===== config.mk =====
export PLATFORM = sky130hd
export DESIGN_NAME = carrier_acq_sequencer
export DESIGN_NICKNAME = d
export VERILOG_FILES = /design/src/rtl/carrier_acq_pkg.sv /design/src/rtl/acq_dwell_counter.sv /design/src/rtl/carrier_acq_sequencer.sv
export SDC_FILE = /design/constraint.sdc
export NUM_CORES = 1
export LEC_CHECK = 0
export BUFFER_PORTS_ARGS = -buffer_cell sky130_fd_sc_hd__buf_2
export CORE_MARGIN = 2
export CORE_UTILIZATION = 33
export CTS_CLUSTER_DIAMETER = 30
export DETAILED_ROUTE_END_ITERATION = 12
export PLACE_DENSITY_LB_ADDON = 0.1
export SYNTH_ARGS = -nofsm -noshare
export SYNTH_HDL_FRONTEND = slang
export SYNTH_SLANG_ARGS = --single-unit
export TNS_END_PERCENT = 1

===== constraint.sdc =====
create_clock -name clk -period 9.6 [get_ports clk]
set_clock_uncertainty 0.05 [all_clocks]
set_input_delay 0.96 -clock clk [delete_from_list [all_inputs] [get_ports clk]]
set_output_delay 0.96 -clock clk [all_outputs]
set_load 0.005 [all_outputs]

===== src/rtl/carrier_acq_pkg.sv =====
// carrier_acq_pkg
// Shared types and defaults for the carrier acquisition sequencer.
//   acq_state_e : sequencer state, encoding is visible on acqState
//   CNT_W_DEF   : default dwell/timeout counter width
//   RETRY_W_DEF : default reacquisition counter width
//   GAIN_W      : width of the lead/lag gain exponents
package carrier_acq_pkg;

  localparam int unsigned CNT_W_DEF   = 16;
  localparam int unsigned RETRY_W_DEF = 8;
  localparam int unsigned GAIN_W      = 5;

  typedef enum logic [2:0] {
    ST_IDLE     = 3'd0,
    ST_CLEAR    = 3'd1,
    ST_SWEEP    = 3'd2,
    ST_PULLIN   = 3'd3,
    ST_TRACK    = 3'd4,
    ST_HOLDOVER = 3'd5
  } acq_state_e;

  // TRACK and HOLDOVER run the loop with narrow gains and report lock.
  function automatic logic is_locked_state(acq_state_e s);
    return (s == ST_TRACK) || (s == ST_HOLDOVER);
  endfunction

endpackage


===== src/rtl/acq_dwell_counter.sv =====
// acq_dwell_counter
// Saturating dwell counter used to time SWEEP, PULLIN and HOLDOVER.
//   clk, reset   : clock, synchronous active-high reset
//   clr_i        : zero the count (wins over increment)
//   inc_i        : increment request, only honoured with sample_en_i
//   sample_en_i  : loop-filter sample strobe
//   limit_i      : comparison limit
//   cnt_o        : current count
//   match_o      : count equals limit_i - 1 (limit 0 handled by the parent)
module acq_dwell_counter #(
  parameter int unsigned CNT_W = 16
) (
  input  logic             clk,
  input  logic             reset,
  input  logic             clr_i,
  input  logic             inc_i,
  input  logic             sample_en_i,
  input  logic [CNT_W-1:0] limit_i,
  output logic [CNT_W-1:0] cnt_o,
  output logic             match_o
);

  logic [CNT_W-1:0] cnt_q;
  logic [CNT_W-1:0] cnt_d;
  logic [CNT_W-1:0] limit_m1;

  always_comb begin
    cnt_d = cnt_q;
    if (clr_i) begin
      cnt_d = '0;
    end else if (inc_i && sample_en_i && (cnt_q != '1)) begin
      cnt_d = cnt_q + CNT_W'(1);
    end
  end

  always_ff @(posedge clk) begin
    if (reset) begin
      cnt_q <= '0;
    end else begin
      cnt_q <= cnt_d;
    end
  end

  assign limit_m1 = limit_i - CNT_W'(1);
  assign match_o  = (cnt_q == limit_m1);
  assign cnt_o    = cnt_q;

endmodule


===== src/rtl/carrier_acq_sequencer.sv =====
// carrier_acq_sequencer
// Sequences the carrier loop filter through CLEAR, SWEEP, PULLIN, TRACK and
// HOLDOVER, selecting gain exponents, sweep enable and accumulator clear.
//   clk, reset                   : clock, synchronous active-high reset
//   acqEnable                    : level enable, low forces IDLE
//   sampleEn                     : sample strobe qualifying counts and lock
//   carrierLock                  : loop lock indication
//   wideLeadExp/wideLagExp       : gains for IDLE..PULLIN
//   narrowLeadExp/narrowLagExp   : gains for TRACK/HOLDOVER
//   sweepTimeout                 : SWEEP sample limit, 0 = unlimited
//   settleCount                  : locked PULLIN samples before TRACK
//   holdTimeout                  : unlocked HOLDOVER samples before restart
//   leadExp/lagExp               : selected gains (registered)
//   sweepEnable, clearAccum      : loop-filter controls (registered)
//   acqLock                      : high in TRACK/HOLDOVER (registered)
//   acqState                     : current state encoding
//   retryCount                   : saturating restart count
module carrier_acq_sequencer
  import carrier_acq_pkg::*;
#(
  parameter int unsigned CNT_W   = CNT_W_DEF,
  parameter int unsigned RETRY_W = RETRY_W_DEF
) (
  input  logic               clk,
  input  logic               reset,
  input  logic               acqEnable,
  input  logic               sampleEn,
  input  logic               carrierLock,
  input  logic [GAIN_W-1:0]  wideLeadExp,
  input  logic [GAIN_W-1:0]  wideLagExp,
  input  logic [GAIN_W-1:0]  narrowLeadExp,
  input  logic [GAIN_W-1:0]  narrowLagExp,
  input  logic [CNT_W-1:0]   sweepTimeout,
  input  logic [CNT_W-1:0]   settleCount,
  input  logic [CNT_W-1:0]   holdTimeout,
  output logic [GAIN_W-1:0]  leadExp,
  output logic [GAIN_W-1:0]  lagExp,
  output logic               sweepEnable,
  output logic               clearAccum,
  output logic               acqLock,
  output logic [2:0]         acqState,
  output logic [RETRY_W-1:0] retryCount
);

  acq_state_e         state_q, state_d;
  logic [RETRY_W-1:0] retry_q, retry_d, retry_sat;
  logic               cnt_clr, cnt_inc;
  logic [CNT_W-1:0]   dwell_limit;
  logic [CNT_W-1:0]   dwell_cnt;
  logic               dwell_match;
  logic [CNT_W:0]     dwell_p1;
  logic               settle_done;

  logic [GAIN_W-1:0]  lead_d, lag_d, lead_q, lag_q;
  logic               sweep_d, clear_d, lock_d;
  logic               sweep_q, clear_q, lock_q;

  // Only the comparison relevant to the current state uses the limit.
  always_comb begin
    dwell_limit = settleCount;
    unique case (state_q)
      ST_SWEEP:    dwell_limit = sweepTimeout;
      ST_HOLDOVER: dwell_limit = holdTimeout;
      default:     dwell_limit = settleCount;
    endcase
  end

  acq_dwell_counter #(
    .CNT_W (CNT_W)
  ) u_dwell (
    .clk         (clk),
    .reset       (reset),
    .clr_i       (cnt_clr),
    .inc_i       (cnt_inc),
    .sample_en_i (sampleEn),
    .limit_i     (dwell_limit),
    .cnt_o       (dwell_cnt),
    .match_o     (dwell_match)
  );

  // dwell >= settle-1 evaluated as dwell+1 >= settle one bit wider.
  assign dwell_p1    = {1'b0, dwell_cnt} + (CNT_W+1)'(1);
  assign settle_done = (settleCount == '0) || (dwell_p1 >= {1'b0, settleCount});
  assign retry_sat   = (retry_q == '1) ? retry_q : retry_q + RETRY_W'(1);

  always_ff @(posedge clk) begin
    if (reset) begin
      state_q <= ST_IDLE;
      retry_q <= '0;
    end else begin
      state_q <= state_d;
      retry_q <= retry_d;
    end
  end

  always_comb begin
    state_d = state_q;
    retry_d = retry_q;
    cnt_clr = 1'b0;
    cnt_inc = 1'b0;
    if (!acqEnable) begin
      state_d = ST_IDLE;
      cnt_clr = 1'b1;
    end else begin
      unique case (state_q)
        ST_IDLE: begin
          state_d = ST_CLEAR;
          retry_d = '0;
          cnt_clr = 1'b1;
        end
        ST_CLEAR: begin
          state_d = ST_SWEEP;
          cnt_clr = 1'b1;
        end
        ST_SWEEP: begin
          if (sampleEn) begin
            if (carrierLock) begin
              state_d = ST_PULLIN;
              cnt_clr = 1'b1;
            end else if ((sweepTimeout != '0) && dwell_match) begin
              state_d = ST_CLEAR;
              retry_d = retry_sat;
              cnt_clr = 1'b1;
            end else begin
              cnt_inc = 1'b1;
            end
          end
        end
        ST_PULLIN: begin
          if (sampleEn) begin
            if (!carrierLock) begin
              state_d = ST_SWEEP;
              cnt_clr = 1'b1;
            end else if (settle_done) begin
              state_d = ST_TRACK;
              cnt_clr = 1'b1;
            end else begin
              cnt_inc = 1'b1;
            end
          end
        end
        ST_TRACK: begin
          if (sampleEn && !carrierLock) begin
            state_d = ST_HOLDOVER;
            cnt_clr = 1'b1;
          end
        end
        ST_HOLDOVER: begin
          if (sampleEn) begin
            if (carrierLock) begin
              state_d = ST_TRACK;
              cnt_clr = 1'b1;
            end else if ((holdTimeout == '0) || dwell_match) begin
              state_d = ST_CLEAR;
              retry_d = retry_sat;
              cnt_clr = 1'b1;
            end else begin
              cnt_inc = 1'b1;
            end
          end
        end
        default: begin
          state_d = ST_IDLE;
          cnt_clr = 1'b1;
        end
      endcase
    end
  end

  // Outputs are decoded from the next state so they change on the same edge
  // as acqState.
  always_comb begin
    lead_d  = is_locked_state(state_d) ? narrowLeadExp : wideLeadExp;
    lag_d   = is_locked_state(state_d) ? narrowLagExp  : wideLagExp;
    sweep_d = (state_d == ST_SWEEP);
    clear_d = (state_d == ST_CLEAR);
    lock_d  = is_locked_state(state_d);
  end

  always_ff @(posedge clk) begin
    if (reset) begin
      lead_q  <= wideLeadExp;
      lag_q   <= wideLagExp;
      sweep_q <= 1'b0;
      clear_q <= 1'b0;
      lock_q  <= 1'b0;
    end else begin
      lead_q  <= lead_d;
      lag_q   <= lag_d;
      sweep_q <= sweep_d;
      clear_q <= clear_d;
      lock_q  <= lock_d;
    end
  end

  assign leadExp     = lead_q;
  assign lagExp      = lag_q;
  assign sweepEnable = sweep_q;
  assign clearAccum  = clear_q;
  assign acqLock     = lock_q;
  assign acqState    = state_q;
  assign retryCount  = retry_q;

endmodule


# == Yosys cells after proc, flatten, opt, wreduce, memory -nomap -nowiden ==
# Index checks and enable logic that the tools add are counted.
# word_totals
register_bits,40
inputBits,73
wordCells,94
# classes
addsub,4
order_cmp,1
n_eq_ne,18
mux,48
reduce_logical,15
# op_table
operator,count
$mux 8,7
$mux 3,11
$logic_not 16->1,2
$pmux 16 s2,1
$pmux 8 s3,1
$mux 1,21
$mux 5,4
$pmux 3 s6,1
$add 16x1->17 const B,1
$ge 17x16->1,1
$add 16x1->16 const B,1
$eq 16x16->1,1
$ne 16x16->1 const B,1
$reduce_bool 16->1,1
$sub 16x1->16 const B,1
$eq 3x3->1 const B,4
$ne 2x2->1 const B,6
$eq 3x2->1 const B,3
$add 8x1->8 const B,1
$eq 8x8->1 const B,1
$reduce_and 8->1,1
$eq 3x1->1 const B,2
$logic_and 1x1->1,4
$pmux 1 s4,1
other kinds (6),8

# == Depth between registers and ports, before layout ==
# depth
ltp_word,14
depth_mapped,18
mapped_depth_nobuf,16

# == Hierarchy ==
# A second synthesis with hierarchy kept.
# unflattened
hier_cells,460
area_unflattened_um2,3572.2
# modules_own_cells
module,n_inst,cells_each,area_per_inst_um2,seq_area_each_um2
carrier_acq_sequencer,1,280,2172.1,480.5
acq_dwell_counter,1,180,1400.1,320.3

# == Worst setup path before layout ==
# No wires, ideal clock.
# synth_path
path_type,in2reg
from,input settleCount[0]
to,"register lag_q[0], in the netlist lagExp[0]"
setup_time_ns,0.123
arrival_time_ns,3.763
required_ns,9.427
setup_slack_ns,5.664
stages,14
n_path_buf,1
cell_sequence,and2_1 -> o21ai_0 -> o21a_2 -> ha_1 -> o211ai_1 -> and4b_1 -> and4_1 -> a31oi_1 -> a2111oi_2 -> nand3_1 -> nand3_1 -> a21o_1 -> buf_2 -> mux2_1
# synth_via
elab_chain_len,13
# synth_rtl
item,line_no,rtl
"start, declared",carrier_acq_sequencer.sv:34,"input logic [CNT_W-1:0] settleCount,"
$pmux 16 s2,carrier_acq_sequencer.sv:61,unique case (state_q)
$sub 16x1->16,acq_dwell_counter.sv:44,assign limit_m1 = limit_i - CNT_W'(1);
$eq 16x16->1,acq_dwell_counter.sv:45,assign match_o = (cnt_q == limit_m1);
$logic_or 1x1->1 or $logic_and 1x1->1 (tied branches),"carrier_acq_sequencer.sv:153, carrier_acq_sequencer.sv:120",
$mux 3 (on tied branches),"carrier_acq_sequencer.sv:153, carrier_acq_sequencer.sv:120",
$mux 3 (on tied branches),"carrier_acq_sequencer.sv:150, carrier_acq_sequencer.sv:117",
$mux 3 (on tied branches),"carrier_acq_sequencer.sv:149, carrier_acq_sequencer.sv:116",
$pmux 3 s6 *,carrier_acq_sequencer.sv:105,unique case (state_q)
$mux 3 *,carrier_acq_sequencer.sv:101,if (!acqEnable) begin
$eq 3x3->1,carrier_acq_pkg.sv:24,return (s == ST_TRACK) || (s == ST_HOLDOVER);
$logic_or 1x1->1 *,carrier_acq_pkg.sv:24,
$mux 5 *,carrier_acq_sequencer.sv:174,lag_d = is_locked_state(state_d) ? narrowLagExp : wideLagExp;
$mux 5 *,carrier_acq_sequencer.sv:181,if (reset) begin
"end signal, assigned",carrier_acq_sequencer.sv:183,lag_q <= wideLagExp;
"end signal, assigned",carrier_acq_sequencer.sv:189,lag_q <= lag_d;
"end, declared",carrier_acq_sequencer.sv:54,"logic [GAIN_W-1:0] lead_d, lag_d, lead_q, lag_q;"
# Mark *: on every way between the ends. The rest lies on a longest branch, timed or not.
# A chain may end at the register's enable or synchronous reset.

# == Worst setup path in the final report ==
# layout_path
from,"register state_q[1], in the netlist acqState[1]"
to,"register lag_q[4], in the netlist lagExp[4]"
# layout_via
elab_chain_len,14
# layout_rtl
item,line_no,rtl
"start, declared",carrier_acq_sequencer.sv:45,"acq_state_e state_q, state_d;"
"start signal, assigned",carrier_acq_sequencer.sv:91,state_q <= state_d;
$eq 3x3->1 or $eq 3x2->1 (tied branches),"carrier_acq_sequencer.sv:61, carrier_acq_sequencer.sv:105",
$pmux 16 s2,carrier_acq_sequencer.sv:61,
$sub 16x1->16,acq_dwell_counter.sv:44,
$eq 16x16->1,acq_dwell_counter.sv:45,
$logic_or 1x1->1 or $logic_and 1x1->1 (tied branches),"carrier_acq_sequencer.sv:153, carrier_acq_sequencer.sv:120",
$mux 3 (on tied branches),"carrier_acq_sequencer.sv:153, carrier_acq_sequencer.sv:120",
$mux 3 (on tied branches),"carrier_acq_sequencer.sv:150, carrier_acq_sequencer.sv:117",
$mux 3 (on tied branches),"carrier_acq_sequencer.sv:149, carrier_acq_sequencer.sv:116",
$pmux 3 s6 *,carrier_acq_sequencer.sv:105,
$mux 3 *,carrier_acq_sequencer.sv:101,
$eq 3x3->1,carrier_acq_pkg.sv:24,
$logic_or 1x1->1 *,carrier_acq_pkg.sv:24,
$mux 5 *,carrier_acq_sequencer.sv:174,
$mux 5 *,carrier_acq_sequencer.sv:181,
# Marks and branches as above.

==> out/metrics.csv <==
stage,metric,value,unit
placed_design,IO Port Bufs,96,
sta,Max Freq,0.193,GHz
yosys,"top cells by area, synth","dfxtp_1 (21%), ha_1 (6.1%), xnor2_1 (4.9%)",
layout,Area growth syn-to-layout,17.0,%
route,WL per Instance,18.0,um
yosys,Post-Syn Instances,508,
worst_setup_path,"Max FO, Critical Path",26,
power,Max VDD drop,0.0000639,V
floorplan,die area,0.0127,mm2
layout,Finished Cell Area,0.00456,mm2
placed_design,placed cell count,721,
global_routing,met3 GRT Util,0.0412,
worst_setup_path,crit path capture type,register,
layout,# nets final,677,
run,Max Cap Viol,0,
sta,final-report hold violation count,0,
yosys,Synth top area share,0.205,
power,NetSw,0.129,mW
yosys,asr flop ratio synth,0,
placed_design,RD Place Congestion,0.932,
global_routing,met2 Resource Use GR,0.349,
clocking,CTS tree,built,
clocking,Clock Latency Late Sink,290,ps
sta,Rel. slew slack,0.203,
power,Leak,1.98,nW
worst_setup_path,CP startpoint kind,register,
layout,"non-filler cells, final",729,
global_routing,first-pass GRT wire length,21300,um
clocking,post-CTS setup buffer count,0,
global_routing,vias in the first global route,4079,
placed_design,DP HPWL,10500,um
route,Vias/cell,5.82,
sta,final setup violation count,0,
layout,"Core Util, Final",0.398,
sta,RSZ-0062 raised after global routing,no,
yosys,Post-synth EDFFs,0,
global_routing,grt ovf,0,
route,antenna-violating nets left,0,
sta,max-slew violation count,0,
yosys,Syn Nets,600,
global_routing,initial antenna violation count,0,
run_status,status,completed,
sta,setup ws final,4420,ps
global_routing,largest net degree at the start of global routing,50,
layout,FILL cells,1213,
global_routing,gr usage total,0.209,
layout,layout cell share with drive strength beyond 1,0.222,
floorplan,die height,113,um
route,first-pass iteration count of the detailed router,5,
global_routing,met1 Usage GRT,0.266,
yosys,"flops & latches, synth",40,
layout,FF+latch area,801,um2
power,part of the power in combinational logic,0.215,
global_routing,busiest layer in global routing,met2,
clocking,H-tree depth,2,
power,Clk pwr share,0.394,
clocking,hold_buf cts,0,
layout,area of the multi-input gates,0.00280,mm2
clocking,"Reg clk slew, reported paths",60,ps
clocking,clock sink count,40,
floorplan,Site Rows,39,
yosys,cell taking the most area after synthesis,dfxtp_1,
placed_design,Post-DP Area,0.00441,mm2
clocking,CTS buffer count,5,
yosys,Mapped Area,0.00390,mm2
route,Iter 0 DRT Violations,283,
sta,final period utilization,0.539,
sta,Setup TNS Final,0,ps
clocking,Post-CTS Resized,0,
power,Flop pwr share,0.390,
power,pwr dens,96.8,mW/mm2
sta,min Tclk post-route,5180,ps
layout,diode count,0,
yosys,main flop type after synthesis,dfxtp_1,
yosys,commonest cells in the netlist,"dfxtp_1 (40), nor2_1 (34), inv_1 (32)",
yosys,Synth warnings,0,
route,total routed wirelength,13100,um
yosys,Avg Inst Size Synth,7.68,um2
yosys,register area share after synthesis,0.205,
yosys,most frequent cell after synthesis,dfxtp_1,
route,# DRC,0,
route,vias post-DR,4240,
clocking,clk root buf,clkbuf_16,
floorplan,core area,0.0115,mm2
placed_design,Place WS,4470,ps
worst_setup_path,WS Path Type,register to register,
yosys,library cells used by synthesis,72,
floorplan,Die W,113,um
min_path,Hold Crit Class,register to register,
power,Pint,0.313,mW
floorplan,Initial Util,0.340,
power,Sw Ratio,0.291,
sta,Slew @ Worst Pin,1190,ps
worst_setup_path,WP data arrival,5310,ps
worst_setup_path,CP Data Required Time,9730,ps
floorplan,Ports,97,
clocking,Clock Tree Buf Depth,2,
-- final cells by class --
type,instances,share of cell area
inverters,34,0.0280
multi-input cells,405,0.614
clock inverters,2,0.00302
repair buffers,99,0.110
clock buffers,6,0.0304
well taps,143,0.0392
flip-flops and latches,40,0.176
-- state kept, by name, summed over array words and instances (netlist names) --
name,flops
retryCount,8
sweepEnable,1
u_dwell.cnt_o,16
lagExp,5
acqLock,1
clearAccum,1
leadExp,5
acqState,3
-- metrics by stage --
step           power [mW]  hold slack (ps)
5_1_grt             0.466              469
2_1_floorplan       0.232              430
6_report            0.442              449
3_5_place_dp        0.270              441
3_3_place_gp        0.270              426
4_1_cts             0.448              454
-- power groups by stage --
stage	registers, mW	logic, mW	clock network (mW)
2_1_floorplan	0.175	0.0569	0
3_3_place_gp	0.176	0.0935	0
3_5_place_dp	0.176	0.0939	0
4_1_cts	0.172	0.0944	0.181
5_1_grt	0.173	0.105	0.188
6_report	0.172	0.0952	0.174
-- per-layer routing --
| layer | share of wire | vias up |
|---|---|---|
| met4 | 0.032 | 0 |
| met1 | 0.45 | 1989 |
| met5 | 0 | - |
| met2 | 0.46 | 158 |
| li1 | - | 2060 |
| met3 | 0.062 | 33 |
-- placed cells by master, fill, tap and decap left out, drive strengths merged, types with 9 or more instances in the layout --
| cell type | count |
|---|---|
| nand4 | 9 |
| a21oi | 22 |
| nor2 | 34 |
| ha | 19 |
| o211ai | 14 |
| xnor2 | 22 |
| mux2 | 10 |
| o21ai | 25 |
| a21o | 9 |
| inv | 35 |
| nand2 | 21 |
| nor3 | 32 |
| and3 | 9 |
| xor2 | 21 |
| nor4 | 14 |
| buf | 99 |
| nand3 | 27 |
| dfxtp | 40 |
-- worst paths after layout --
check	from	endpoint	slack, ps	cells after the start
worst max-delay path	acqState[1]$_SDFF_PP0_	lagExp[4]$_DFF_P_	4420	14
worst min-delay path	retryCount[7]$_SDFFE_PP0P_	retryCount[7]$_SDFFE_PP0P_	450	2
worst max register to register	acqState[1]$_SDFF_PP0_	lagExp[4]$_DFF_P_	4420	14
worst min register to register	retryCount[7]$_SDFFE_PP0P_	retryCount[7]$_SDFFE_PP0P_	450	2
-- worst max-delay path: stages, from the launching register on --
cell,delay (ps)
dfxtp_1,840
nor2b_1,620
nor3_1,90
a211o_1,310
ha_1,290
xnor2_1,210
o31ai_1,120
a21oi_1,140
o21a_1,130
o221ai_1,170
a2111oi_2,450
nand3_1,540
nand3_1,290
a21o_1,430
mux2_2,390
-- logic make-up after synthesis --
logic type / Yosys count / synth area share
simple gates: 191 / 0.271
compound gates: 141 / 0.257
buf+inv: 63 / 0.0770
xor+xnor: 43 / 0.0966
flops: 40 / 0.205
fa+ha+maj: 19 / 0.0610
mux: 11 / 0.0314
Power figures use the tool's default switching activity.
